### config.mk
export PLATFORM = sky130hd
export DESIGN_NAME = sort_result_serializer
export DESIGN_NICKNAME = d
export VERILOG_FILES = /design/src/rtl/sort_pkg.sv /design/src/rtl/sort_rise_detect.sv /design/src/rtl/sort_result_serializer.sv
export SDC_FILE = /design/constraint.sdc
export NUM_CORES = 1
export LEC_CHECK = 0
export BUFFER_PORTS_ARGS = -buffer_cell sky130_fd_sc_hd__buf_2
export CORE_ASPECT_RATIO = 1.75
export CORE_UTILIZATION = 45
export CTS_BUF_LIST = sky130_fd_sc_hd__clkbuf_8 sky130_fd_sc_hd__clkbuf_16
export DETAILED_ROUTE_END_ITERATION = 10
export PLACE_DENSITY = 0.77
export SYNTH_ARGS = -nofsm -noshare
export SYNTH_HDL_FRONTEND = slang
export SYNTH_SLANG_ARGS = --single-unit
### constraint.sdc
create_clock -name clk -period 2.8 [get_ports clk]
set_input_delay 0.28 -clock clk [delete_from_list [all_inputs] [get_ports clk]]
set_output_delay 0.28 -clock clk [all_outputs]
set_load 0.01 [all_outputs]
### src/rtl/sort_pkg.sv
// Shared constants, FSM state type and index-width helper for the bitonic
// sorter result path.
package sort_pkg;

    localparam int SORT_N = 8;
    localparam int SORT_W = 8;

    typedef enum logic {
        IDLE,
        STREAM
    } state_t;

    // Width of an index into an n-element batch; never narrower than one bit.
    function automatic int sort_idx_w(input int n);
        return (n > 1) ? $clog2(n) : 1;
    endfunction

    localparam int SORT_IDX_W = sort_idx_w(SORT_N);

endpackage

### src/rtl/sort_rise_detect.sv
// Rising-edge detector on a level input. The history register resets high so a
// level already asserted when reset releases is not reported as a new edge.
module sort_rise_detect (
    input  logic clk,
    input  logic reset,
    input  logic level,
    output logic rise
);

    logic level_q_reg;

    always_ff @(posedge clk) begin
        if (reset) begin
            level_q_reg <= 1'b1;
        end else begin
            level_q_reg <= level;
        end
    end

    assign rise = level & ~level_q_reg;

endmodule

### src/rtl/sort_result_serializer.sv
// Captures the sorter's parallel result on done rising and streams it out one
// element per valid/ready handshake. Define SORT_CHECK_EN to flag unsorted input.
module sort_result_serializer
    import sort_pkg::*;
#(
    parameter int N = SORT_N,
    parameter int W = SORT_W
) (
    input  logic                     clk,
    input  logic                     reset,
    input  logic                     done_in,
    input  logic [N*W-1:0]           data_in,
    input  logic [W-1:0]             count_in,
    output logic                     out_valid,
    input  logic                     out_ready,
    output logic [W-1:0]             out_data,
    output logic [sort_idx_w(N)-1:0] out_index,
    output logic                     out_last,
    output logic [W-1:0]             batch_cycles,
    output logic                     busy,
    output logic                     overflow,
    input  logic                     clr_overflow,
    output logic                     order_err
);

    localparam int IW = sort_idx_w(N);
    localparam logic [IW-1:0] LAST_IDX = IW'(N - 1);

    state_t         state_reg;
    logic [W-1:0]   buf_reg [N];
    logic [W-1:0]   elem [N];
    logic [IW-1:0]  index_reg;
    logic [W-1:0]   out_data_reg;
    logic [W-1:0]   batch_cycles_reg;
    logic           out_valid_reg;
    logic           out_last_reg;
    logic           busy_reg;
    logic           overflow_reg;

    logic rise;
    logic handshake;
    logic final_hs;
    logic capture;
    logic drop;

    genvar gi;
    generate
        for (gi = 0; gi < N; gi++) begin : g_unpack
            assign elem[gi] = data_in[gi*W +: W];
        end
    endgenerate

    sort_rise_detect u_done_rise (
        .clk   (clk),
        .reset (reset),
        .level (done_in),
        .rise  (rise)
    );

    // A new batch is taken when idle, or in the very cycle the last element
    // leaves, which gives back-to-back batches with no bubble.
    always_comb begin
        handshake = out_valid_reg & out_ready;
        final_hs  = handshake & (index_reg == LAST_IDX);
        capture   = rise & ((state_reg == IDLE) | final_hs);
        drop      = rise & (state_reg == STREAM) & ~final_hs;
    end

    always_ff @(posedge clk) begin
        if (reset) begin
            state_reg        <= IDLE;
            index_reg        <= '0;
            out_data_reg     <= '0;
            batch_cycles_reg <= '0;
            out_valid_reg    <= 1'b0;
            out_last_reg     <= 1'b0;
            busy_reg         <= 1'b0;
            overflow_reg     <= 1'b0;
            for (int i = 0; i < N; i++) begin
                buf_reg[i] <= '0;
            end
        end else begin
            if (capture) begin
                for (int i = 0; i < N; i++) begin
                    buf_reg[i] <= elem[i];
                end
                batch_cycles_reg <= count_in;
                index_reg        <= '0;
                out_data_reg     <= elem[0];
                out_last_reg     <= 1'b0;
                out_valid_reg    <= 1'b1;
                busy_reg         <= 1'b1;
                state_reg        <= STREAM;
            end else if (final_hs) begin
                out_valid_reg <= 1'b0;
                out_last_reg  <= 1'b0;
                busy_reg      <= 1'b0;
                state_reg     <= IDLE;
            end else if (handshake) begin
                index_reg    <= index_reg + 1'b1;
                out_data_reg <= buf_reg[index_reg + 1'b1];
                out_last_reg <= ((index_reg + 1'b1) == LAST_IDX);
            end

            // Later assignment wins, so a fresh drop beats a simultaneous clear.
            if (clr_overflow) begin
                overflow_reg <= 1'b0;
            end
            if (drop) begin
                overflow_reg <= 1'b1;
            end
        end
    end

    assign out_valid    = out_valid_reg;
    assign out_data     = out_data_reg;
    assign out_index    = index_reg;
    assign out_last     = out_last_reg;
    assign batch_cycles = batch_cycles_reg;
    assign busy         = busy_reg;
    assign overflow     = overflow_reg;

`ifdef SORT_CHECK_EN
    logic [N-2:0] inv;
    logic         order_err_reg;

    generate
        for (gi = 0; gi < N - 1; gi++) begin : g_order
            assign inv[gi] = (elem[gi] > elem[gi+1]);
        end
    endgenerate

    // Sticky until reset; the overflow clear deliberately leaves it alone.
    always_ff @(posedge clk) begin
        if (reset) begin
            order_err_reg <= 1'b0;
        end else if (capture && (|inv)) begin
            order_err_reg <= 1'b1;
        end
    end

    assign order_err = order_err_reg;
`else
    assign order_err = 1'b0;
`endif

endmodule

==> run metrics, run 1 <==
Hold WS 0.156 ns; die area between 0.009 and 0.01 mm2; filler cell count 726; hpwl dp roughly 5900 um; Tightest Hold Check Type input port to flip-flop; core area 0.00837 mm2; Post-CTS Setup Bufs 0; FF-to-FF Start out_index[0]; crit path max fanout 56; hold worst-path end u_done_rise.level_q_reg; global-route wire length before repair ~13,000 um; Syn Area/Cell ~14 um2; Critical Path End Type flip-flop; Die Y roughly 130 um; Synth Register Bits 87; Post-Route Setup TNS 0 ns; vias in the first global route between 2k and 3k; fin crit share between 80 and 90%; largest net degree at the start of global routing 57; Clock Tree Buf Depth 2; FF-to-FF path depth 6; Max Cap Viol 0; CTS Hold Buffers Added 0; design area approximately 0.0048 mm2; Cell Area, Synth 0.00390 mm2; initial antenna violation count 0; WHS Path Cells 2; clk_lat worst skew approximately 0.34 ns; Worst Path Arrival 2.41 ns; Clk pin slew, worst setup/hold paths about 0.06 ns; grt total ovfl 0; num ports around 100; area occupied by multi-input gates about 0.0014 mm2; CTS tree yes; Cell Pwr Density just over 600 mW/mm2; CTS root buf clkbuf_16; FMAX 408 MHz; port bufs a little under 100; worst slew pin tran approximately 0.69 ns; layout cells sized above 1 between 30% and 40%; Die Width between 70 and 80 um; Via Count ~2.5k; clk_skew slightly below 0.01 ns; post-route ant nets 0; Post-Place Cell Area 0.00446 mm2; total clock sinks just under 90; synthesized netlist cell count between 200 and 300; Total Power a little under 0.003 W; GPL Wtd Cong between 0.7 and 0.8; total CTS buffers 9; FF-to-FF setup slack approximately 0.35 ns; Sequential cell area between 0.002 and 0.0025 mm2; DRC errors left 0; sequential element share of the synthesized area approximately three fifths; CP Launch Type flip-flop; Synthesis Warnings 0; H-tree depth 3; Setup violations, final 0; final hold viol count 0; gr usage total approximately 19%; Worst IR Drop VDD between 0.5 and 0.6 mV; Initial DRT Pass Iterations 4; normalized max-slew margin a little over half; min Tclk post-route 2.45 ns; WL/cell roughly 16 um; Initial Util 46.6%; Initial DRC Count 153; fin nets 457; status finished, final reports clean; Worst Hold Launch done_in; P&R area growth vs syn 22.1%; max-slew violations 0; post_cts resized 0; standard-cell rows 44; synth unique cells 32; critical path required time 2.76 ns; max reg flops 64; r2r endpoint buf_reg[5][0]; LEAKAGE around 2.0 nW; RSZ-0062 raised after global routing no; Vias/cell approximately 5; critical path class flip-flop to flip-flop; Syn Nets 365; ant diodes 0; drt total wl 8120 um
[logic make-up after synthesis]
kind of cell	Yosys count	synth area share (%)
DFF	87	61.1
other	1	0.0961
adders and majority gates	3	0.962
AOI/OAI and AO/OA	30	5.00
and+or+nand+nor	104	16.1
xor gates and xnor gates	1	0.225
muxes	25	12.1
buffers and inverters	34	4.39
[where the power goes]
| group | internal, W | switching, W |
|---|---|---|
| Clock | 0.000702 | 0.000474 |
| Combinational | 0.000116 | 0.000117 |
| Sequential | 0.00146 | 0.0000239 |
| Total | 0.00227 | 0.000615 |
[per-stage QoR]
stage	utilization, %	std cells	setup slack, ns
after global routing	56.9	497	0.157
after detailed placement	53.3	481	0.373
final	56.9	497	0.350
after global placement	53.3	481	0.479
after floorplan	-	285	0.398
after CTS	56.9	497	0.337
[routing by layer]
layer | track usage [%] | vias up | share of wire (%)
met3 | 4.59 | 18 | 5.3
met5 | 0 | - | 0
li1 | - | 1223 | -
met2 | 33.8 | 91 | 57
met4 | 10.8 | 0 | 3.5
met1 | 21.1 | 1214 | 35
[cell usage in the layout (no fill, tap or decap), drive strengths merged, types with 4 or more instances in the layout]
| cell | count |
|---|---|
| edfxtp | 64 |
| o21ai | 8 |
| mux4 | 16 |
| nor2b | 26 |
| clkbuf | 12 |
| nor3 | 4 |
| nand3b | 9 |
| nand3 | 16 |
| dfxtp | 23 |
| and2 | 40 |
| o221ai | 8 |
| buf | 106 |
| inv | 9 |
| a21oi | 10 |
| mux2i | 9 |
[area by class of cell]
class / count / area share (%)
inverters: 9 / 0.709
clock buffers: 12 / 5.83
flip-flops and latches: 87 / 50.0
well taps: 115 / 3.02
repair buffers: 106 / 11.5
multi-input cells: 164 / 28.4
clock inverters: 4 / 0.551
[worst max-delay path by stage]
stage                            start       endpoint  slack (ns)  depth (start not counted)
after floorplan           out_index[1]  buf_reg[0][0]        0.40                          6
after global placement    out_index[0]  buf_reg[6][0]        0.48                          6
after detailed placement  out_index[0]  buf_reg[3][7]        0.37                          6
after CTS                 out_index[0]  buf_reg[4][1]        0.34                          6
after global routing      out_index[0]  buf_reg[7][0]        0.16                          6
final                     out_index[0]  buf_reg[5][0]        0.35                          6
[worst max-delay path: stages, from the launching register on]
cell,delay [ns]
dfxtp_1,0.55
ha_1,0.22
ha_1,0.19
a21boi_1,0.09
nor2_1,0.13
or2_2,0.26
buf_4,0.60
[synth_stat cells]
master	n	area share, %
nand2b_1	2	0.32
nand2_1	1	0.096
o21ai_1	8	1.0
ha_1	3	0.96
buf_12	1	0.51
and2_1	40	6.4
nand3b_1	9	1.7
a32oi_1	1	0.22
or2_1	2	0.32
mux2i_1	9	2.3
inv_1	9	0.87
nor3_1	4	0.51
o221ai_1	8	1.8
a21boi_1	1	0.19
buf_6	1	0.29
buf_2	7	0.90
a2111oi_0	1	0.22
mux4_1	6	4.0
and3b_1	1	0.22
clkbuf_1	12	1.2
buf_1	1	0.096
xnor2_1	1	0.22
buf_4	3	0.58
a21oi_1	10	1.3
conb_1	1	0.096
nor2b_1	26	4.2
edfxtp_1	64	49
nand3_1	16	2.1
mux4_2	10	5.8
a21bo_1	1	0.26
dfxtp_1	23	12
nor2_1	3	0.29
Power figures use the tool's default switching activity.
==> run 2: changes to the inputs <==
--- a/config.mk
+++ b/config.mk
@@ -10,7 +10,7 @@
 export CORE_UTILIZATION = 45
 export CTS_BUF_LIST = sky130_fd_sc_hd__clkbuf_8 sky130_fd_sc_hd__clkbuf_16
 export DETAILED_ROUTE_END_ITERATION = 10
-export PLACE_DENSITY = 0.77
+export PLACE_DENSITY = 0.71
 export SYNTH_ARGS = -nofsm -noshare
 export SYNTH_HDL_FRONTEND = slang
 export SYNTH_SLANG_ARGS = --single-unit
==> run 2 against run 1 <==
Against the previous run:
- clock power barely moved
- first-iteration DRC count rose by 18%
- non-clock buffer count rose by 1
- global-route usage rose by 0.66 points
- register-to-register slack improved by 0.12 ns
- fmax rose by 5.3%
- worst hold slack barely moved
- cell area barely moved
- largest power group unchanged
==> run metrics, run 2 (synthesis gave the netlist of run 1 again) <==
Initial DRC Count 181 (+18%); standard-cell rows 44 (unchanged); Critical Path End Type flip-flop; sw power 0.000611 W (-0.70%); CTS Hold Buffers Added 0 (unchanged); Setup violations, final 0 (unchanged); min Tclk post-route 2.33 ns (-0.123 ns); LEAKAGE 2.00 nW (+0.35%); H-tree depth 3 (unchanged); Reg power frac 51.3% (about the same); post-route ant nets 0 (unchanged); crit path max fanout 19 (-66%); Worst Path Arrival 2.54 ns (+0.13 ns); final hold viol count 0 (unchanged); DRC errors left 0 (unchanged); gr usage total 20.1% (+0.66 points); max-slew violations 0 (unchanged); WL/cell 16.8 um (+3.1%); critical path required time 3.01 ns (+0.25 ns); Die Y 125 um (unchanged); Die Width 72.4 um (unchanged); CTS tree yes; Cell Pwr Density 607 mW/mm2 (+0.21%); clk_lat worst skew 0.34 ns (about the same); Initial DRT Pass Iterations 4 (unchanged); Vias/cell 5.21 (+1.7%); drt total wl 8380 um (+3.3%); largest net degree at the start of global routing 50 (-12%); switching share of power 21.1% (-0.20 points); most frequent cells in the layout buf_2 (99), edfxtp_1 (64), and2_1 (40); normalized max-slew margin 55.2% (+1.2 points); post_cts resized 0 (unchanged); die area 0.00906 mm2 (unchanged); CP Launch Type flip-flop; clk_skew 0.00701 ns (-0.00293 ns); Initial Util 46.6% (unchanged); status finished, final reports clean; P&R area growth vs syn 22.2% (about the same); Via Count 2,595 (+1.9%); Max Cap Viol 0 (unchanged); Clk pin slew, worst setup/hold paths 0.06 ns (about the same); worst slew pin tran 0.671 ns (-0.0184 ns); vias in the first global route 2,509 (-1.9%); Clock Tree Buf Depth 2 (unchanged); Post-Route Setup TNS 0 ns (unchanged); layout cells sized above 1 35.2% (+0.17 points); max reg flops 64 (unchanged); worst setup margin 0.473 ns (+0.123 ns); grt total ovfl 0 (unchanged); port bufs 99 (unchanged); Worst Setup Slack post-DPL 0.482 ns (+0.109 ns); Tightest Hold Check Type input port to flip-flop; Post-CTS Setup Bufs 0 (unchanged); core area 0.00837 mm2 (unchanged); initial antenna violation count 0 (unchanged); commonest non-fill, non-tap cell in the layout buf_2; num ports 101 (unchanged); critical path class flip-flop to flip-flop; fin nets 458 (+0.22%); FMAX 430 MHz (+5.3%); CTS root buf clkbuf_16; GPL Wtd Cong 0.793 (+2.5%); Clk network pwr share 40.7% (about the same); total clock sinks 87 (unchanged); Logic pwr share 7.9% (-0.2 points); Int Pwr 0.00228 W (+0.49%); Worst IR Drop VDD 0.454 mV (-11%); global-route wire length before repair 13,000 um (+1.5%); hpwl dp 6160 um (+5.0%); RSZ-0062 raised after global routing no; fin crit share 83.1% (-4.4 points); total CTS buffers 9 (unchanged); ant diodes 0 (unchanged)
[run 2: layout make-up]
type,count,area (um2)
clock inverters,6,58.8
multi-input cells,164,1350
repair buffers,107,556
clock buffers,10,239
well taps,115,144
flip-flops and latches,87,2380
inverters,9,33.8
fillers,728,3600
[run 2: stage by stage]
step	total power, W	instance area, um2	util, %	hold slack [ns]	instances
6_report	0.00289	4770	57.0	0.156	498
5_1_grt	0.00300	4770	57.0	0.153	498
4_1_cts	0.00292	4770	57.0	0.139	498
3_5_place_dp	0.00175	4470	53.4	0.469	482
3_3_place_gp	0.00174	4470	53.4	0.462	482
2_1_floorplan	0.00164	3900	-	0.377	285
[run 2: power by group through the flow]
stage          Combinational, W  Clock (W)  Sequential, W
2_1_floorplan          0.000137          0        0.00150
6_report               0.000230    0.00118        0.00149
3_3_place_gp           0.000226          0        0.00151
4_1_cts                0.000233    0.00120        0.00149
5_1_grt                0.000252    0.00126        0.00149
3_5_place_dp           0.000231          0        0.00152
[run 2: critical path, stage by stage, from the launching register on]
cell and delay, ns:
dfxtp_1 0.34, buf_4 0.32, inv_1 0.09, ha_1 0.73, mux4_1 0.44, mux2i_1 0.17, o221ai_1 0.12
[run 2: path summary, 6_finish.rpt]
path / startpoint / end / slack (ns) / cells after the start
max: out_index[0] / out_data[5] / 0.47 / 6
min: done_in / u_done_rise.level_q_reg / 0.16 / 2
max reg2reg: out_index[0] / out_data[5] / 0.47 / 6
min reg2reg: batch_cycles[2] / batch_cycles[2] / 0.48 / 2
[run 2: routing by layer]
metal | vias up | global-route usage (%) | wire length [um]
met3 | 16 | 5.08 | 431
met4 | 0 | 10.1 | 251
met1 | 1255 | 21.2 | 3040
met2 | 100 | 35.9 | 4660
li1 | 1224 | - | -
met5 | - | 0 | 0
==> run 3: changes to the inputs <==
==> constraint.sdc (replaced) <==
create_clock -name clk -period 1.87 [get_ports clk]
set_input_delay 0.187 -clock clk [delete_from_list [all_inputs] [get_ports clk]]
set_output_delay 0.187 -clock clk [all_outputs]
set_load 0.01 [all_outputs]
==> run 3 against run 2 <==
Against the previous run:
- fmax up 37%
- sequential cell count did not move
- wire length is 2.6% lower
- clock power grew 29%
- worst hold slack lost 0.079 ns
- critical endpoint is now buf_reg[0][3]
==> run metrics, run 3 (synthesis gave the netlist of run 1 again) <==
Post-Route Setup TNS 0 ns (unchanged); critical path class flip-flop to flip-flop; H-tree depth 3 (unchanged); Initial Util 46.6% (unchanged); total clock sinks 87 (unchanged); Placed Instances 486 (+0.83%); GPL Wtd Cong 0.780 (-1.7%); min Tclk post-route 1.70 ns (-0.628 ns); ant diodes 0 (unchanged); clk_lat worst skew 0.33 ns (about the same); Worst Path Arrival 1.77 ns (-0.77 ns); worst setup margin 0.171 ns (-0.302 ns); layout cells sized above 1 35.9% (+0.67 points); standard-cell rows 44 (unchanged); max reg flops 64 (unchanged); final hold viol count 0 (unchanged); P&R area growth vs syn 24.6%; commonest non-fill, non-tap cell in the layout buf_2; port bufs 99 (unchanged); FF-to-FF setup slack 0.17 ns (-0.30 ns); fin crit share 90.9% (+7.7 points); FF-to-FF Start out_index[1]; most used cell along the critical path ha_4; RSZ-0062 raised after global routing no; Clock Tree Buf Depth 2 (unchanged); filler cell count 734 (+0.82%); fin nets 462 (+0.87%); CTS Hold Buffers Added 0 (unchanged); Setup violations, final 0 (unchanged); largest net degree at the start of global routing 41 (-18%); post-route ant nets 0 (unchanged); global-route wire length before repair 12,500 um (-4.0%); initial antenna violation count 0 (unchanged); start point of the critical path out_index[1]; CTS root buf clkbuf_16; gr usage total 19.0% (-1.1 points); FMAX 589 MHz (+37%); critical path required time 1.94 ns (-1.07 ns); CP Launch Type flip-flop; core area 0.00837 mm2 (unchanged); normalized max-slew margin 65.3% (+10 points); post_cts resized 0 (unchanged); Worst Setup Slack post-DPL 0.194 ns (-0.288 ns); Post-CTS Setup Bufs 0 (unchanged); Die Y 125 um (unchanged); CP max-delay cell dfxtp_4; die area 0.00906 mm2 (unchanged); status finished, final reports clean; WL/cell 16.3 um (-3.4%); most frequent cells in the layout buf_2 (99), edfxtp_1 (64), and2_1 (40); Critical Path End Type flip-flop; grt total ovfl 0 (unchanged); Die Width 72.4 um (unchanged); Cell Pwr Density 847 mW/mm2 (+39%); CP max stage delay 0.36 ns (-0.37 ns); DRC errors left 0 (unchanged); Via Count 2,580 (-0.58%); Worst IR Drop VDD 0.483 mV (+6.4%); Initial DRT Pass Iterations 4 (unchanged); crit path max fanout 40 (+21); max-slew violations 0 (unchanged); worst slew pin tran 0.521 ns (-0.151 ns); CTS tree yes; LEAKAGE 2.03 nW (+1.3%); Tightest Hold Check Type input port to flip-flop; clk_skew 0.00652 ns (-0.000481 ns); crit path cell chain ha_4 -> ha_4 -> a21boi_2 -> nor2_4 -> or2_4 -> buf_12; num ports 101 (unchanged); drt total wl 8160 um (-2.6%); hpwl dp 5880 um (-4.5%); Max Cap Viol 0 (unchanged); vias in the first global route 2,519 (+0.40%); Worst Hold Launch done_in; Initial DRC Count 137 (-24%); non-filler cells, final 502 (+0.80%); Clk pin slew, worst setup/hold paths 0.06 ns (about the same); Vias/cell 5.14 (-1.4%); total CTS buffers 9 (unchanged)
-- run 3: cell count changes in the layout (fill, tap and decap cells not counted), sizes merged --
cell,previous run,this run
clkinv,4,2
bufinv,1,0
clkbuf,10,9
inv,10,14
buf,107,111
-- run 3: worst max-delay path, delay by kind of cell, from the launching register on --
family	cells	cell delay, ns
buf+inv	1	0.18
flops	1	0.36
compound gates	1	0.24
simple gates	2	0.31
fa+ha+maj	2	0.32
-- run 3: layout make-up --
| class | count | area (um2) | share of cell area, % |
|---|---|---|---|
| clock inverters | 7 | 27.5 | 0.566 |
| inverters | 9 | 33.8 | 0.695 |
| clock buffers | 9 | 225 | 4.63 |
| repair buffers | 111 | 648 | 13.3 |
| flip-flops and latches | 87 | 2390 | 49.2 |
| multi-input cells | 164 | 1390 | 28.6 |
| well taps | 115 | 144 | 2.96 |
-- run 3: metal layers --
layer / GRT usage [%] / wire length (um) / vias up
met5: 0 / 0 / -
met4: 9.46 / 206 / 0
met3: 3.55 / 367 / 15
met2: 34.9 / 4640 / 97
met1: 19.9 / 2940 / 1239
li1: - / - / 1229
-- run 3: stage by stage --
step                      instance area (um2)  total power (W)  hold slack, ns  util (%)
final                                    4860          0.00411          0.0761      58.1
after global routing                     4860          0.00426          0.0909      58.1
after CTS                                4860          0.00415          0.0637      58.1
after detailed placement                 4610          0.00264           0.408      55.1
after global placement                   4610          0.00263           0.407      55.1
after floorplan                          3970          0.00246           0.284         -
-- run 3: path summary, 6_finish.rpt --
kind / cells past startpoint / endpoint
worst max-delay path: 6 / buf_reg[0][3]
worst min-delay path: 2 / u_done_rise.level_q_reg
worst max register to register: 6 / buf_reg[0][3]
worst min register to register: 2 / batch_cycles[6]
-- run 3: where the power goes --
part | leakage [nW] | internal (W) | switching (W)
clock | 0.143 | 0.000867 | 0.000653
combinational | 1.03 | 0.000197 | 0.000181
sequential | 0.856 | 0.00218 | 0.0000392
total | 2.03 | 0.00324 | 0.000873
